`config.mk`:
```
export PLATFORM = sky130hd
export DESIGN_NAME = wb_port_arbiter
export DESIGN_NICKNAME = d
export VERILOG_FILES = /design/src/rtl/wb_pkg.sv /design/src/rtl/wb_load_fifo.sv /design/src/rtl/wb_port_arbiter.sv
export SDC_FILE = /design/constraint.sdc
export NUM_CORES = 1
export LEC_CHECK = 0
export BUFFER_PORTS_ARGS = -buffer_cell sky130_fd_sc_hd__buf_4
export CAP_MARGIN = 40
export CORE_UTILIZATION = 42
export DETAILED_ROUTE_END_ITERATION = 7
export PLACE_DENSITY = 0.64
export SETUP_SLACK_MARGIN = 0.5
export SLEW_MARGIN = 10
export SYNTH_ARGS = -nofsm -noshare
export SYNTH_HDL_FRONTEND = slang
export SYNTH_SLANG_ARGS = --single-unit
```
`constraint.sdc`:
```
create_clock -name clk -period 4.6 [get_ports clk]
set_clock_uncertainty 0.2 [all_clocks]
set_input_delay 0.69 -clock clk [delete_from_list [all_inputs] [get_ports clk]]
set_output_delay 0.69 -clock clk [all_outputs]
set_load 0.03 [all_outputs]
```
`src/rtl/wb_pkg.sv`:
```
// Shared widths and types for the register-file write-port arbiter and its load queue.
package wb_pkg;

   localparam int XLEN   = 32;
   localparam int REG_AW = 5;

   typedef struct packed {
      logic [REG_AW-1:0] rd;
      logic [XLEN-1:0]   data;
      logic              kill;
   } lq_entry_t;

   typedef enum logic [1:0] {
      GNT_NONE,
      GNT_PIPE,
      GNT_LOAD
   } gnt_src_t;

endpackage

```
`src/rtl/wb_load_fifo.sv`:
```
// Load-response queue: circular buffer with registered count/ready and a
// broadcast kill-by-rd port that marks matching entries as dead.
module wb_load_fifo import wb_pkg::*; #(
   parameter int LQ_DEPTH = 2
) (
   input  logic              clk,
   input  logic              rst_n,
   input  logic              push,
   input  lq_entry_t         push_entry,
   input  logic              pop,
   input  logic              kill_en,
   input  logic [REG_AW-1:0] kill_rd,
   output lq_entry_t         head,
   output logic              full,
   output logic              empty,
   output logic              ready
);

   localparam int PW = $clog2(LQ_DEPTH);
   localparam int CW = $clog2(LQ_DEPTH + 1);

   lq_entry_t     mem [LQ_DEPTH];
   lq_entry_t     wr_entry;
   logic [PW-1:0] rd_ptr;
   logic [PW-1:0] wr_ptr;
   logic [CW-1:0] count;
   logic [CW-1:0] count_nxt;

   // An entry arriving alongside a matching pipeline grant counts as older, so it dies on entry.
   always_comb begin
      wr_entry = push_entry;
      if (kill_en && (push_entry.rd == kill_rd)) begin
         wr_entry.kill = 1'b1;
      end
   end

   always_comb begin
      count_nxt = count;
      if (push && !pop) begin
         count_nxt = count + 1'b1;
      end else if (pop && !push) begin
         count_nxt = count - 1'b1;
      end
   end

   always_ff @(posedge clk) begin
      if (!rst_n) begin
         rd_ptr <= '0;
         wr_ptr <= '0;
         count  <= '0;
         ready  <= 1'b0;
      end else begin
         if (push) begin
            wr_ptr <= wr_ptr + 1'b1;
         end
         if (pop) begin
            rd_ptr <= rd_ptr + 1'b1;
         end
         count <= count_nxt;
         ready <= (count_nxt != CW'(LQ_DEPTH));
      end
   end

   always_ff @(posedge clk) begin
      for (int i = 0; i < LQ_DEPTH; i++) begin
         if (push && (wr_ptr == PW'(i))) begin
            mem[i] <= wr_entry;
         end else if (kill_en && (mem[i].rd == kill_rd)) begin
            mem[i].kill <= 1'b1;
         end
      end
   end

   assign head  = mem[rd_ptr];
   assign full  = (count == CW'(LQ_DEPTH));
   assign empty = (count == '0);

endmodule

```
`src/rtl/wb_port_arbiter.sv`:
```
// Arbitrates the single register-file write port between pipeline write-back
// and queued load responses, with starvation bound and WAW cancellation.
module wb_port_arbiter import wb_pkg::*; #(
   parameter int XLEN       = wb_pkg::XLEN,
   parameter int REG_AW     = wb_pkg::REG_AW,
   parameter int LQ_DEPTH   = 2,
   parameter int STARVE_MAX = 4
) (
   input  logic              clk,
   input  logic              rst_n,
   input  logic              pipe_valid,
   input  logic [REG_AW-1:0] pipe_rd,
   input  logic [XLEN-1:0]   pipe_data,
   output logic              pipe_stall,
   input  logic              ld_valid,
   output logic              ld_ready,
   input  logic [REG_AW-1:0] ld_rd,
   input  logic [XLEN-1:0]   ld_data,
   output logic              rf_we,
   output logic [REG_AW-1:0] rf_waddr,
   output logic [XLEN-1:0]   rf_wdata
);

   localparam int SW = $clog2(STARVE_MAX + 1);

   function automatic logic [SW-1:0] sat_inc(input logic [SW-1:0] v);
      return (v == SW'(STARVE_MAX)) ? v : v + 1'b1;
   endfunction

   lq_entry_t     push_entry;
   lq_entry_t     head;
   logic          q_full;
   logic          q_empty;
   logic          push;
   logic          pop;
   logic          h_live;
   logic          p_req;
   logic          forced;
   gnt_src_t      gnt;
   logic [SW-1:0] starve_cnt;
   logic [SW-1:0] starve_nxt;

   assign push = ld_valid && ld_ready;

   always_comb begin
      push_entry      = '0;
      push_entry.rd   = ld_rd;
      push_entry.data = ld_data;
      push_entry.kill = (ld_rd == '0);
   end

   wb_load_fifo #(
      .LQ_DEPTH (LQ_DEPTH)
   ) u_fifo (
      .clk        (clk),
      .rst_n      (rst_n),
      .push       (push),
      .push_entry (push_entry),
      .pop        (pop),
      .kill_en    (gnt == GNT_PIPE),
      .kill_rd    (pipe_rd),
      .head       (head),
      .full       (q_full),
      .empty      (q_empty),
      .ready      (ld_ready)
   );

   // Full or starved queue overrides the pipeline; a dead head never forces a stall.
   always_comb begin
      h_live     = !q_empty && !head.kill;
      p_req      = pipe_valid && (pipe_rd != '0);
      forced     = h_live && (q_full || (starve_cnt == SW'(STARVE_MAX)));
      gnt        = GNT_NONE;
      starve_nxt = starve_cnt;
      if (forced) begin
         gnt = GNT_LOAD;
      end else if (p_req) begin
         gnt = GNT_PIPE;
      end else if (h_live) begin
         gnt = GNT_LOAD;
      end
      if (q_empty || (gnt == GNT_LOAD)) begin
         starve_nxt = '0;
      end else if (gnt == GNT_PIPE) begin
         starve_nxt = sat_inc(starve_cnt);
      end
      pop        = (gnt == GNT_LOAD) || (!q_empty && head.kill);
      pipe_stall = pipe_valid && forced;
   end

   // Write-port register stage
   always_ff @(posedge clk) begin
      if (!rst_n) begin
         starve_cnt <= '0;
         rf_we      <= 1'b0;
         rf_waddr   <= '0;
         rf_wdata   <= '0;
      end else begin
         starve_cnt <= starve_nxt;
         rf_we      <= 1'b0;
         case (gnt)
            GNT_PIPE: begin
               rf_we    <= 1'b1;
               rf_waddr <= pipe_rd;
               rf_wdata <= pipe_data;
            end
            GNT_LOAD: begin
               rf_we    <= 1'b1;
               rf_waddr <= head.rd;
               rf_wdata <= head.data;
            end
            default: ;
         endcase
      end
   end

endmodule

```
==> flow_metrics.env <==
export IMPL_result_of_the_run="finished with violations"
export IMPL_failed_checks="design-rule violations"
export IMPL_synthesis_area_mm2=0.00511
export IMPL_final_instance_count_excl_fill=687
export IMPL_vdd_ir_drop_max_mv=0.333
export IMPL_setup_viol_count_final=0
export IMPL_initial_core_util=0.440
export IMPL_timing_worst_slew_pin_value_ns=0.714
export IMPL_via_per_inst=5.13
export IMPL_synth_main_ff_cell="sky130_fd_sc_hd__edfxtp_1"
export IMPL_synth_yosys_warnings=0
export IMPL_syn_mean_instance_area_um2=12.3
export IMPL_ys_ff_latch=123
export IMPL_timing_limited_maximum_frequency_mhz=317
export IMPL_num_antenna_cells=0
export IMPL_yosys_cell_count_top_type="sky130_fd_sc_hd__edfxtp_1"
export IMPL_yosysTopAreaCellShare=0.441
export IMPL_hold_violations=0
export IMPL_cts_buffers_inserted=17
export IMPL_rsz_0062_raised_after_global_routing="no"
export IMPL_fp_dieW_um=112
export IMPL_dpl_hpwl_um=7160
export IMPL_end_kind="flip-flop"
export IMPL_io_pins=118
export IMPL_level_count_of_the_clock_h_tree=4
export IMPL_die_area_mm2=0.0126
export IMPL_count_of_hold_fix_buffers_inserted_at_cts=0
export IMPL_p_leak_nw=2.57
export IMPL_number_of_antenna_violations_at_the_first_check_in_global_routing=0
export IMPL_detail_route_first_pass_iterations=6
export IMPL_max_cap_violations=0
export IMPL_postRouteWirelength_um=11000
export IMPL_post_route_cells_drive_above_1_share=0.296
export IMPL_cts_resized=0
export IMPL_yosys_top_cells_area="sky130_fd_sc_hd__edfxtp_1 (44%), sky130_fd_sc_hd__dfxtp_1 (19%), sky130_fd_sc_hd__mux2i_1 (7.8%)"
export IMPL_postPlaceCellArea_mm2=0.00615
export IMPL_count_of_antenna_violating_nets_left_after_detailed_routing=0
export IMPL_numnets_final=615
export IMPL_clock_tree_from_tritoncts="yes"
export IMPL_dr_total_vias=3524
export IMPL_drt_first_iter_violations=193
export IMPL_synth_enable_flop_cells=75
export IMPL_core_area_mm2=0.0116
export IMPL_number_of_cells_produced_by_synthesis=414
export IMPL_grt_start_max_net_pins=48
export IMPL_slew_headroom=0.524
export IMPL_dieHeight_um=112
export IMPL_post_cts_repair_setup_buffers=0
export IMPL_flow_area_growth_from_synthesis_pct=31.0
export IMPL_reg2reg_slack_ns=1.54
export IMPL_period_needed_ns=3.16
export IMPL_worst_path_max_fanout=36
export IMPL_worst_slack_ns=1.44
export IMPL_syn_num_nets=498
export IMPL_clk_insertion_delay_late_ns=0.41
export IMPL_cts_root_buf="sky130_fd_sc_hd__clkbuf_16"
export IMPL_fp_rows=39
export IMPL_place_ws_ns=1.03
export IMPL_post_synth_top_area_cell="sky130_fd_sc_hd__edfxtp_1"
export IMPL_post_synth_most_frequent_cells="sky130_fd_sc_hd__edfxtp_1 (75), sky130_fd_sc_hd__dfxtp_1 (48), sky130_fd_sc_hd__nor2_1 (43), sky130_fd_sc_hd__a21oi_1 (40), sky130_fd_sc_hd__mux2i_1 (40)"
export IMPL_critical_path_arrival_ns=3.30
export IMPL_first_global_vias=3514
export IMPL_slew_viol_final=0
export IMPL_dp_cells=655
export IMPL_ys_seq_area_frac=0.629
export IMPL_netlist_cell_type_count=37
export IMPL_global_route_usage_total=0.186
export IMPL_stdcell_area_mm2=0.00669
export IMPL_globalplace_congestion=0.799
export IMPL_grt_overflow_total=0
export IMPL_p_per_area_mw_per_mm2=568
export IMPL_placement_io_buffers=117
export IMPL_share_of_flip_flops_with_an_asynchronous_set_or_reset=0
export IMPL_routed_wire_length_per_instance_um=16.0
export IMPL_numClockSinks=123
export IMPL_clkSlewWorstSetupHoldPaths_ns=0.05
export IMPL_setup_worst_path_class="in2reg"
export IMPL_tns_ns=0
export IMPL_timing_hold_worst_class="in2reg"
export IMPL_critical_path_required_ns=4.75
export IMPL_timing_critical_path_from_type="primary input"
export IMPL_grt_pass1_wl_um=17500
export IMPL_timing_final_crit_share=0.686
export IMPL_clock_path_buffers=2
export IMPL_total_power_draw_mw=3.80
export IMPL_drc_errors=8
[cell usage in the layout (no fill, tap or decap), drive strengths merged, types with 9 or more instances in the layout]
cell type / Yosys / routed
edfxtp: 75 / 75
nor2: 44 / 44
a211oi: 37 / 37
nor2b: 38 / 38
dfxtp: 48 / 48
a21oi: 40 / 40
xor2: 13 / 13
buf: 10 / 123
mux2i: 40 / 40
clkinv: 0 / 9
clkbuf: 15 / 22
[critical path, stage by stage]
cell and delay, ns:
sky130_fd_sc_hd__buf_4 0.14, sky130_fd_sc_hd__or4_4 0.53, sky130_fd_sc_hd__o21ai_2 0.13, sky130_fd_sc_hd__nor2_2 0.06, sky130_fd_sc_hd__nor3_1 0.17, sky130_fd_sc_hd__ha_2 0.69
sky130_fd_sc_hd__buf_4 0.38, sky130_fd_sc_hd__nor2_1 0.08, sky130_fd_sc_hd__a211oi_1 0.22, sky130_fd_sc_hd__a21oi_1 0.07, sky130_fd_sc_hd__nor2b_1 0.12
[metrics by stage]
step	utilization	hold slack (ns)
detailed placement	0.529	0.283
global route	0.576	0.241
floorplan	-	0.257
global placement	0.527	0.269
CTS	0.576	0.243
finish	0.576	0.265
[state kept, by name, indices dropped and copies added, names as in the netlist, named ones only]
name           cells
starve_cnt         3
u_fifo.ready       1
rf_waddr           5
u_fifo.wr_ptr      1
u_fifo.mem        76
rf_wdata          32
rf_we              1
u_fifo.rd_ptr      1
u_fifo.count       2
[layout make-up]
type	count	area, um^2
clock buffers	22	474
clock inverters	10	72.6
fillers	978	4920
inverters	6	22.5
multi-input cells	260	1770
flip-flops and latches	123	3210
well taps	143	179
repair buffers	123	956
[per-layer routing]
layer / up-vias / share of wire / global-route usage
li1: 1739 / - / -
met1: 1668 / 0.44 / 0.223
met2: 98 / 0.48 / 0.297
met3: 19 / 0.057 / 0.0616
met4: 0 / 0.019 / 0.101
met5: - / 0 / 0
[where the power goes]
group	switching [mW]	internal, mW	leakage [nW]
Sequential	0.0782	1.36	1.08
Clock	0.447	0.773	0.278
Combinational	0.677	0.465	1.21
Total	1.20	2.60	2.57
[final timing paths]
| check | end | startpoint | cells past startpoint |
|---|---|---|---|
| worst max-delay path | rf_wdata[19]$_SDFFE_PN0P_ | pipe_rd[0] | 11 |
| worst min-delay path | u_fifo.mem[1][16]$_DFFE_PP_ | ld_data[15] | 1 |
| worst max register to register | rf_wdata[19]$_SDFFE_PN0P_ | u_fifo.count[1]$_SDFF_PN0_ | 11 |
| worst min register to register | u_fifo.ready$_SDFF_PN0_ | u_fifo.count[0]$_SDFF_PN0_ | 2 |
[cell families after synthesis]
family	synth area share
muxes	0.0828
DFF	0.629
buffers and inverters	0.0260
AOI/OAI and AO/OA	0.108
and+or+nand+nor	0.109
xor gates and xnor gates	0.0309
adders and majority gates	0.0147
Note: power is estimated with default switching activity, not from simulation.
